$ cat config.mk
export PLATFORM = sky130hd
export DESIGN_NAME = imuldiv_div_arbiter
export DESIGN_NICKNAME = d
export VERILOG_FILES = /design/src/rtl/imuldiv_div_arbiter.sv
export SDC_FILE = /design/constraint.sdc
export NUM_CORES = 1
export LEC_CHECK = 0
export ABC_AREA = 1
export CAP_MARGIN = 20
export CORE_AREA = 2 2 171 173
export DETAILED_ROUTE_END_ITERATION = 10
export DIE_AREA = 0 0 173 175
export GPL_ROUTABILITY_DRIVEN = 1
export GPL_TIMING_DRIVEN = 0
export SLEW_MARGIN = 20
export SYNTH_ARGS = -nofsm -noshare
export SYNTH_HDL_FRONTEND = slang
export SYNTH_SLANG_ARGS = --single-unit
$ cat constraint.sdc
create_clock -name clk -period 2.6 [get_ports clk]
set_input_delay 0.78 -clock clk [delete_from_list [all_inputs] [get_ports clk]]
set_output_delay 0.78 -clock clk [all_outputs]
set_load 0.005 [all_outputs]
$ cat src/rtl/imuldiv_div_arbiter.sv
// imuldiv_div_arbiter: shares one iterative divider between two requesters, with per-requester completion counters.
// Define IMULDIV_DIV_ARB_ROUND_ROBIN_EN for round-robin contention; the default is requester-0 fixed priority.
module imuldiv_div_arbiter #(
  parameter int unsigned CNT_W = 16
) (
  input  logic             clk,
  input  logic             reset,
  input  logic             req0_msg_fn,
  input  logic [31:0]      req0_msg_a,
  input  logic [31:0]      req0_msg_b,
  input  logic             req0_val,
  output logic             req0_rdy,
  input  logic             req1_msg_fn,
  input  logic [31:0]      req1_msg_a,
  input  logic [31:0]      req1_msg_b,
  input  logic             req1_val,
  output logic             req1_rdy,
  output logic [63:0]      resp0_msg_result,
  output logic             resp0_val,
  input  logic             resp0_rdy,
  output logic [63:0]      resp1_msg_result,
  output logic             resp1_val,
  input  logic             resp1_rdy,
  output logic             divreq_msg_fn,
  output logic [31:0]      divreq_msg_a,
  output logic [31:0]      divreq_msg_b,
  output logic             divreq_val,
  input  logic             divreq_rdy,
  input  logic [63:0]      divresp_msg_result,
  input  logic             divresp_val,
  output logic             divresp_rdy,
  output logic [CNT_W-1:0] cnt0,
  output logic [CNT_W-1:0] cnt1,
  output logic             busy
);
  localparam logic [CNT_W-1:0] CNT_MAX = '1;

  typedef enum logic {IDLE = 1'b0, BUSY = 1'b1} state_t;

  state_t state;
  logic   owner;
  logic   win;
  logic   any_val;
  logic   req_fire;
  logic   resp_fire;
`ifdef IMULDIV_DIV_ARB_ROUND_ROBIN_EN
  logic   last_grant;
`endif

  assign any_val   = req0_val | req1_val;
  assign req_fire  = (state == IDLE) & any_val & divreq_rdy;
  assign resp_fire = (state == BUSY) & divresp_val & divresp_rdy;

  // Winner among valid requesters; with none valid it defaults to requester 0.
  always_comb begin
    win = 1'b0;
`ifdef IMULDIV_DIV_ARB_ROUND_ROBIN_EN
    if (req0_val && req1_val) win = ~last_grant;
    else                      win = req1_val;
`else
    win = ~req0_val & req1_val;
`endif
  end

  // Zero-latency request/response steering; messages pass straight through.
  always_comb begin
    divreq_val    = 1'b0;
    req0_rdy      = 1'b0;
    req1_rdy      = 1'b0;
    resp0_val     = 1'b0;
    resp1_val     = 1'b0;
    divresp_rdy   = 1'b0;
    divreq_msg_fn = win ? req1_msg_fn : req0_msg_fn;
    divreq_msg_a  = win ? req1_msg_a  : req0_msg_a;
    divreq_msg_b  = win ? req1_msg_b  : req0_msg_b;
    if (state == IDLE) begin
      divreq_val = any_val;
      req0_rdy   = any_val & ~win & divreq_rdy;
      req1_rdy   = any_val &  win & divreq_rdy;
    end else begin
      resp0_val   = divresp_val & ~owner;
      resp1_val   = divresp_val &  owner;
      divresp_rdy = owner ? resp1_rdy : resp0_rdy;
    end
  end

  assign resp0_msg_result = divresp_msg_result;
  assign resp1_msg_result = divresp_msg_result;

  // State, ownership and saturating completion counters.
  always_ff @(posedge clk) begin
    if (reset) begin
      state <= IDLE;
      owner <= 1'b0;
      busy  <= 1'b0;
      cnt0  <= '0;
      cnt1  <= '0;
`ifdef IMULDIV_DIV_ARB_ROUND_ROBIN_EN
      last_grant <= 1'b1;
`endif
    end else begin
      if (req_fire) begin
        state <= BUSY;
        owner <= win;
        busy  <= 1'b1;
      end
      if (resp_fire) begin
        state <= IDLE;
        busy  <= 1'b0;
        if (!owner && cnt0 != CNT_MAX) cnt0 <= cnt0 + CNT_W'(1);
        if (owner && cnt1 != CNT_MAX)  cnt1 <= cnt1 + CNT_W'(1);
`ifdef IMULDIV_DIV_ARB_ROUND_ROBIN_EN
        last_grant <= owner;
`endif
      end
    end
  end

endmodule

==> results of run 1 <==
worst min path at each step:
stage,startpoint,end,slack [ns],depth (start not counted)
global placement,cnt1[14],cnt1[14],0.52,2
CTS,cnt1[14],cnt1[14],0.54,2
floorplan,cnt0[15],cnt0[15],0.52,2
finish,cnt1[14],cnt1[14],0.53,2
global route,cnt0[11],cnt0[11],0.58,2
detailed placement,cnt0[14],cnt0[14],0.53,2
cell type report:
cell class              instances  area [um^2]
clock buffers                   6          139
repair buffers                397         3830
multi-input cells             457         2140
fillers                      3142        19600
clock inverters                 2         12.5
well taps                     384          480
inverters                      45          184
plain buffers                 151         1270
flip-flops and latches         34          681
diodes                          5         12.5
sequential cells by signal, summed over array words and instances (netlist names):
signal,count
cnt0,16
cnt1,16
owner,1
state,1
metrics by stage:
| step | utilization [%] | area, um^2 |
|---|---|---|
| floorplan | - | 3860 |
| global placement | 28.3 | 8030 |
| detailed placement | 28.3 | 8030 |
| CTS | 30.9 | 8780 |
| global route | 30.8 | 8740 |
| finish | 30.8 | 8750 |
worst max-delay path: stages:
cell and delay [ns]:
buf_6 0.11, nand2_8 0.10, inv_8 0.03, buf_12 0.13, bufbuf_16 0.26, buf_4 0.13
nand2_2 0.06, nand2_2 0.04, buf_2 0.12
power by group through the flow:
stage	registers (mW)	clock network, mW	logic, mW
2_1_floorplan	0.541	0	0.327
3_3_place_gp	0.543	0	0.991
3_5_place_dp	0.543	0	0.996
4_1_cts	0.533	0.635	1.07
5_1_grt	0.533	0.651	1.13
6_report	0.533	0.615	1.05
layout by cell type, fill, tap and decap left out, types with 13 or more instances in the layout:
cell               n
a21oi_1           23
buf_2             28
buf_4            147
clkdlybuf4s15_1   15
clkdlybuf4s50_1  291
dfxtp_1           34
dlygate4sd2_1     25
inv_1             42
nand2_1          236
nand2_2           30
nand2_4           13
nand3_1           39
nor2_1            90
timing repair:
| item | CTS | global route |
|---|---|---|
| setup buffers | 22 | 4 |
| cloned | 7 | 0 |
| gates resized for setup | 300 | 37 |
| endpoints found under the setup margin | 71 | 42 |
| pin swaps | 6 | 4 |
cells by family after synthesis:
kind of cell	count (synthesis)	share of synthesized area, %
adders and majority gates	2	0.649
AOI/OAI and AO/OA	24	3.18
xor gates and xnor gates	6	1.36
buffers and inverters	196	32.3
DFF	34	17.6
and+or+nand+nor	425	44.8
layer usage:
metal / track usage [%] / up-vias / share of wire [%]
met5: 0 / - / 0
met4: 2.51 / 0 / 1.0
met1: 17.7 / 2366 / 41
met3: 4.96 / 14 / 8.1
met2: 27.3 / 175 / 50
li1: - / 2772 / -
==> out/summary.txt, run 1 <==
status = finished clean
Synth area leaders = nand2_1 (27%), buf_4 (25%), dfxtp_1 (18%)
TritonCTS clock tree = yes
# IOs = 434
Period minus WS final = 2.55 ns
Setup crit end = divreq_msg_b[11]
Leakage = 4.12 nW
Pwr per Cell Area = 252 nW/um^2
Fin Setup TNS = 0 ns
crit-path max FO = 7
logic gate share of total power = 47.9%
Placer Congestion = 0.934
Layout Nets = 1295
vias in the first global route = 5266
NetSw = 604 uW
Reg2Reg Depth = 9
syn avg cell area = 5.61 um^2
most common cell in the synthesized netlist = nand2_1
Worst-path clk slew = 0.05 ns
asr flop ratio synth = 0%
dpl ws = -1.30 ns
non-filler cells in the finished layout = 1481
chip height = 175 um
overall power = 2.20 mW
clk_skew = 0.00868 ns
number of synthesized flops with an enable pin = 0
worst setup path class = input pin to output port
cts hold-fix bufs = 0
# clock sinks = 34
Clock Power Share = 27.9%
row cnt = 62
crit path from = req1_val
Worst setup SP type = input pin
largest net degree at the start of global routing = 12
RSZ-0062 raised after global routing = yes
reg2reg setup slack = 0.81 ns
Yosys top cell by area = nand2_1
Die X = 173 um
gr usage total = 15.1%
vias per cell = 3.60
Clock Latency Late Sink = 0.29 ns
Slew Limit Fails = 0
Pre-antenna DRT Iters = 4
Hold/Removal Path Class = register to register
share of layout cells above drive strength 1 = 26.1%
Mapped Area = 3860 um^2
Port Buffers = 369
post-synthesis sequential area ratio = 17.6%
final worst slack = 0.0490 ns
Worst Setup End Kind = output port
top cells by count, synth = nand2_1 (279), buf_4 (130), nor2_1 (92)
Layout area overhead = 127%
crit path DAT = 1.77 ns
Routed Antenna Nets = 0
syn_nets = 891
Residual DRC = 0
register share of total power = 24.2%
final setup violation count = 0
Max Cap Viol = 0
flops & latches, synth = 34
Max rail drop VDD = 0.000310 V
Fmax achieved = 392 MHz
total wire length = 24.0 mm
CTS buffer count = 5
post-DP HPWL = 20.7 mm
ys flop type = dfxtp_1
vias post-DR = 5327
mean routed wirelength per cell = 16.2 um
Synth top area share = 27.1%
cells after synthesis = 687
Warnings, synthesis = 0
clock buffer depth = 2
P_int = 1.60 mW
relative slew slack = 73.5%
Initial Util = 13.6%
area of the core = 28400 um^2
first-pass GRT wire length = 34.6 mm
final period utilization = 98.1%
Hold Slack = 0.532 ns
Switching Fraction = 27.4%
H-tree depth = 2
initial antenna violation count = 5
r2r endpoint = cnt0[7]
Yosys cell types = 24
clk root buf = clkbuf_16
1st-iter DRT viols = 155
grt total ovfl = 0
Required @ worst endpoint = 1.82 ns
Critical R2R Launch = cnt0[0]
Hold Fails Final Rpt = 0
die area = 30300 um^2
Worst Tran Pin Value = 0.396 ns
DP Cell Count = 1440
(Power assumes the default switching activity.)
==> inputs of run 2 (changes only) <==
CELL_PAD_IN_SITES_DETAIL_PLACEMENT = 0   (was default)
CELL_PAD_IN_SITES_GLOBAL_PLACEMENT = 2   (was default)
CORE_AREA = default   (was 2 2 171 173)
CORE_UTILIZATION = 11   (was default)
DIE_AREA = default   (was 0 0 173 175)
PLACE_DENSITY_LB_ADDON = 0.1   (was default)
==> run 2 against run 1 <==
  * Worst setup slack got worse by 0.0032 ns
  * Register-to-register slack worse by 0.04 ns
  * Critical endpoint is now req1_rdy
  * Via count is 2.0% lower
  * Combinational power fell by 5%
  * Largest power group unchanged
  * First-iteration DRC count fell by 16%
==> out/summary.txt, run 2 (synthesis gave the netlist of run 1 again) <==
status = finished clean
mean routed wirelength per cell = 15.3 um (-5.8%)
CTS buffer count = 5 (unchanged)
worst setup path class = input pin to output port
Routed Antenna Nets = 0 (unchanged)
post-DP HPWL = 20.3 mm (-1.8%)
met3 GRT Util = 4.21% (-0.75 points)
busiest layer in global routing = met2
# clock sinks = 34 (unchanged)
Reg2Reg Depth = 9 (unchanged)
Initial Util = 11.2% (-2.4 points)
Layout Nets = 1287 (-0.62%)
GR Util met2 = 24.9% (-2.4 points)
relative slew slack = 71.4% (-2.2 points)
min-delay src = cnt1[14]
Pre-antenna DRT Iters = 4 (unchanged)
crit-path leading delay family = buffers and inverters
Required @ worst endpoint = 1.82 ns (about the same)
design area = 8560 um^2 (-2.2%)
crit-path max FO = 2 (-5)
Layout area overhead = 122%
Port Buffers = 369 (unchanged)
area of the core = 34500 um^2 (+22%)
met1 Use GR = 12.4% (-5.3 points)
reg2reg setup slack = 0.77 ns (-0.04 ns)
fillers = 3949 (+26%)
final setup violation count = 0 (unchanged)
clock buffer depth = 2 (unchanged)
H-tree depth = 2 (unchanged)
Worst Tran Pin Value = 0.428 ns (+0.0324 ns)
Placer Congestion = 0.743 (-20%)
most used cells in the layout excluding fill and tap cells = clkdlybuf4s50_1 (297), nand2_1 (276), buf_4 (147)
top flop regs = cnt0 (16), cnt1 (16)
RSZ-0062 raised after global routing = yes
Crit-path slowest cell = clkdlybuf4s50_1
cts hold-fix bufs = 0 (unchanged)
Pwr per Cell Area = 253 nW/um^2 (+0.37%)
Slew Limit Fails = 0 (unchanged)
final period utilization = 98.2% (+0.12 points)
initial antenna violation count = 3 (-2)
Hold Slack = 0.536 ns (+0.00388 ns)
chip height = 189 um (+8.2%)
Critical R2R Launch = cnt0[0]
first-pass GRT wire length = 32.9 mm (-4.9%)
Max Cap Viol = 0 (unchanged)
r2r endpoint = cnt0[7]
clk root buf = clkbuf_16
Die X = 189 um (+9.4%)
1st-iter DRT viols = 130 (-16%)
Placed Instance Area = 8120 um^2 (+1.1%)
crit path from = divreq_rdy
grt total ovfl = 0 (unchanged)
worst hold path depth = 2 (unchanged)
vias per cell = 3.39 (-5.7%)
total wire length = 23.5 mm (-2.1%)
Hold/Removal Path Class = register to register
die area = 35800 um^2 (+18%)
vias post-DR = 5221 (-2.0%)
Hold Fails Final Rpt = 0 (unchanged)
# IOs = 434 (unchanged)
vias in the first global route = 4968 (-5.7%)
Worst setup SP type = input pin
Final Util = 24.8% (-6.0 points)
gr usage total = 12.4% (-2.8 points)
Worst Setup End Kind = output port
Max rail drop VDD = 0.000225 V (-27%)
share of layout cells above drive strength 1 = 21.8% (-4.3 points)
Residual DRC = 0 (unchanged)
row cnt = 68 (+9.7%)
slowest cell delay on critical path = 0.48 ns (+0.22 ns)
clk_skew = 0.00907 ns (+0.000395 ns)
TritonCTS clock tree = yes
Leakage = 3.96 nW (-3.8%)
Buf/Inv on CP = 4 (-2)
Fmax achieved = 392 MHz (-0.13%)
Clock Latency Late Sink = 0.28 ns (about the same)
Period minus WS final = 2.55 ns (+0.00323 ns)
overall power = 2.16 mW (-1.8%)
final worst slack = 0.0458 ns (-0.00323 ns)
largest net degree at the start of global routing = 11 (-1)
Worst-path clk slew = 0.06 ns (about the same)
crit path cell chain = clkdlybuf4s50_1, inv_1, nor2_1, inv_1, nor2_1, buf_2
dpl ws = -1.19 ns (+0.105 ns)
Hold EP = cnt1[14]
commonest non-fill, non-tap cell in the layout = clkdlybuf4s50_1
crit path DAT = 1.77 ns (about the same)
## run 2: cell count changes in the layout (fill, tap and decap cells not counted), moves of 5 or more
cell / change
nand2_2: -27
nand2_1: +40
clkdlybuf4s15_2: +6
clkdlybuf4s50_1: +6
buf_2: -5
nand2_4: -13
clkdlybuf4s15_1: -5
## run 2: power by group
part,total [mW],switching [mW],internal (mW)
clock,0.627,0.247,0.381
combinational,1.00,0.329,0.673
sequential,0.533,0.00845,0.525
total,2.16,0.584,1.58
## run 2: area by class of cell
| cell class | count | area, um^2 | area share [%] |
|---|---|---|---|
| diodes | 1 | 2.50 | 0.0292 |
| plain buffers | 150 | 1260 | 14.7 |
| clock buffers | 7 | 143 | 1.67 |
| clock inverters | 1 | 5.00 | 0.0585 |
| inverters | 45 | 176 | 2.06 |
| multi-input cells | 457 | 1960 | 22.9 |
| flip-flops and latches | 34 | 682 | 7.97 |
| well taps | 455 | 569 | 6.65 |
| repair buffers | 390 | 3760 | 43.9 |
## run 2: what timing repair did
item,CTS,global route
gates cloned,1,0
pin swaps,2,2
setup buffers,19,2
gates resized for setup,233,25
endpoints found under the setup margin,71,28
## run 2: worst register-to-register path: cells and delay by family, from the launching register on
kind / cells / cell delay, ns
simple gates: 6 / 0.70
compound gates: 1 / 0.15
flops: 1 / 0.41
fa+ha+maj: 1 / 0.25
buf+inv: 1 / 0.22
## run 2: per-layer routing
layer	vias up	wire [um]
li1	2752	-
met1	2259	8480
met2	197	12900
met3	9	1970
met4	4	106
met5	-	23
## run 2: worst max-delay path by stage
stage,endpoint,slack (ns),cells after the start
global route,req0_rdy,-0.05,6
detailed placement,divreq_msg_a[17],-1.19,9
finish,req1_rdy,0.05,6
floorplan,divreq_msg_a[12],0.27,7
CTS,divreq_msg_b[1],0.003,9
global placement,divreq_msg_a[17],-1.23,9
## run 2: per-stage QoR
stage	instances	setup TNS (ns)
floorplan	687	0
global placement	1511	-70.71
detailed placement	1511	-69.60
CTS	1538	0
global route	1539	-0.0916
finish	1540	0
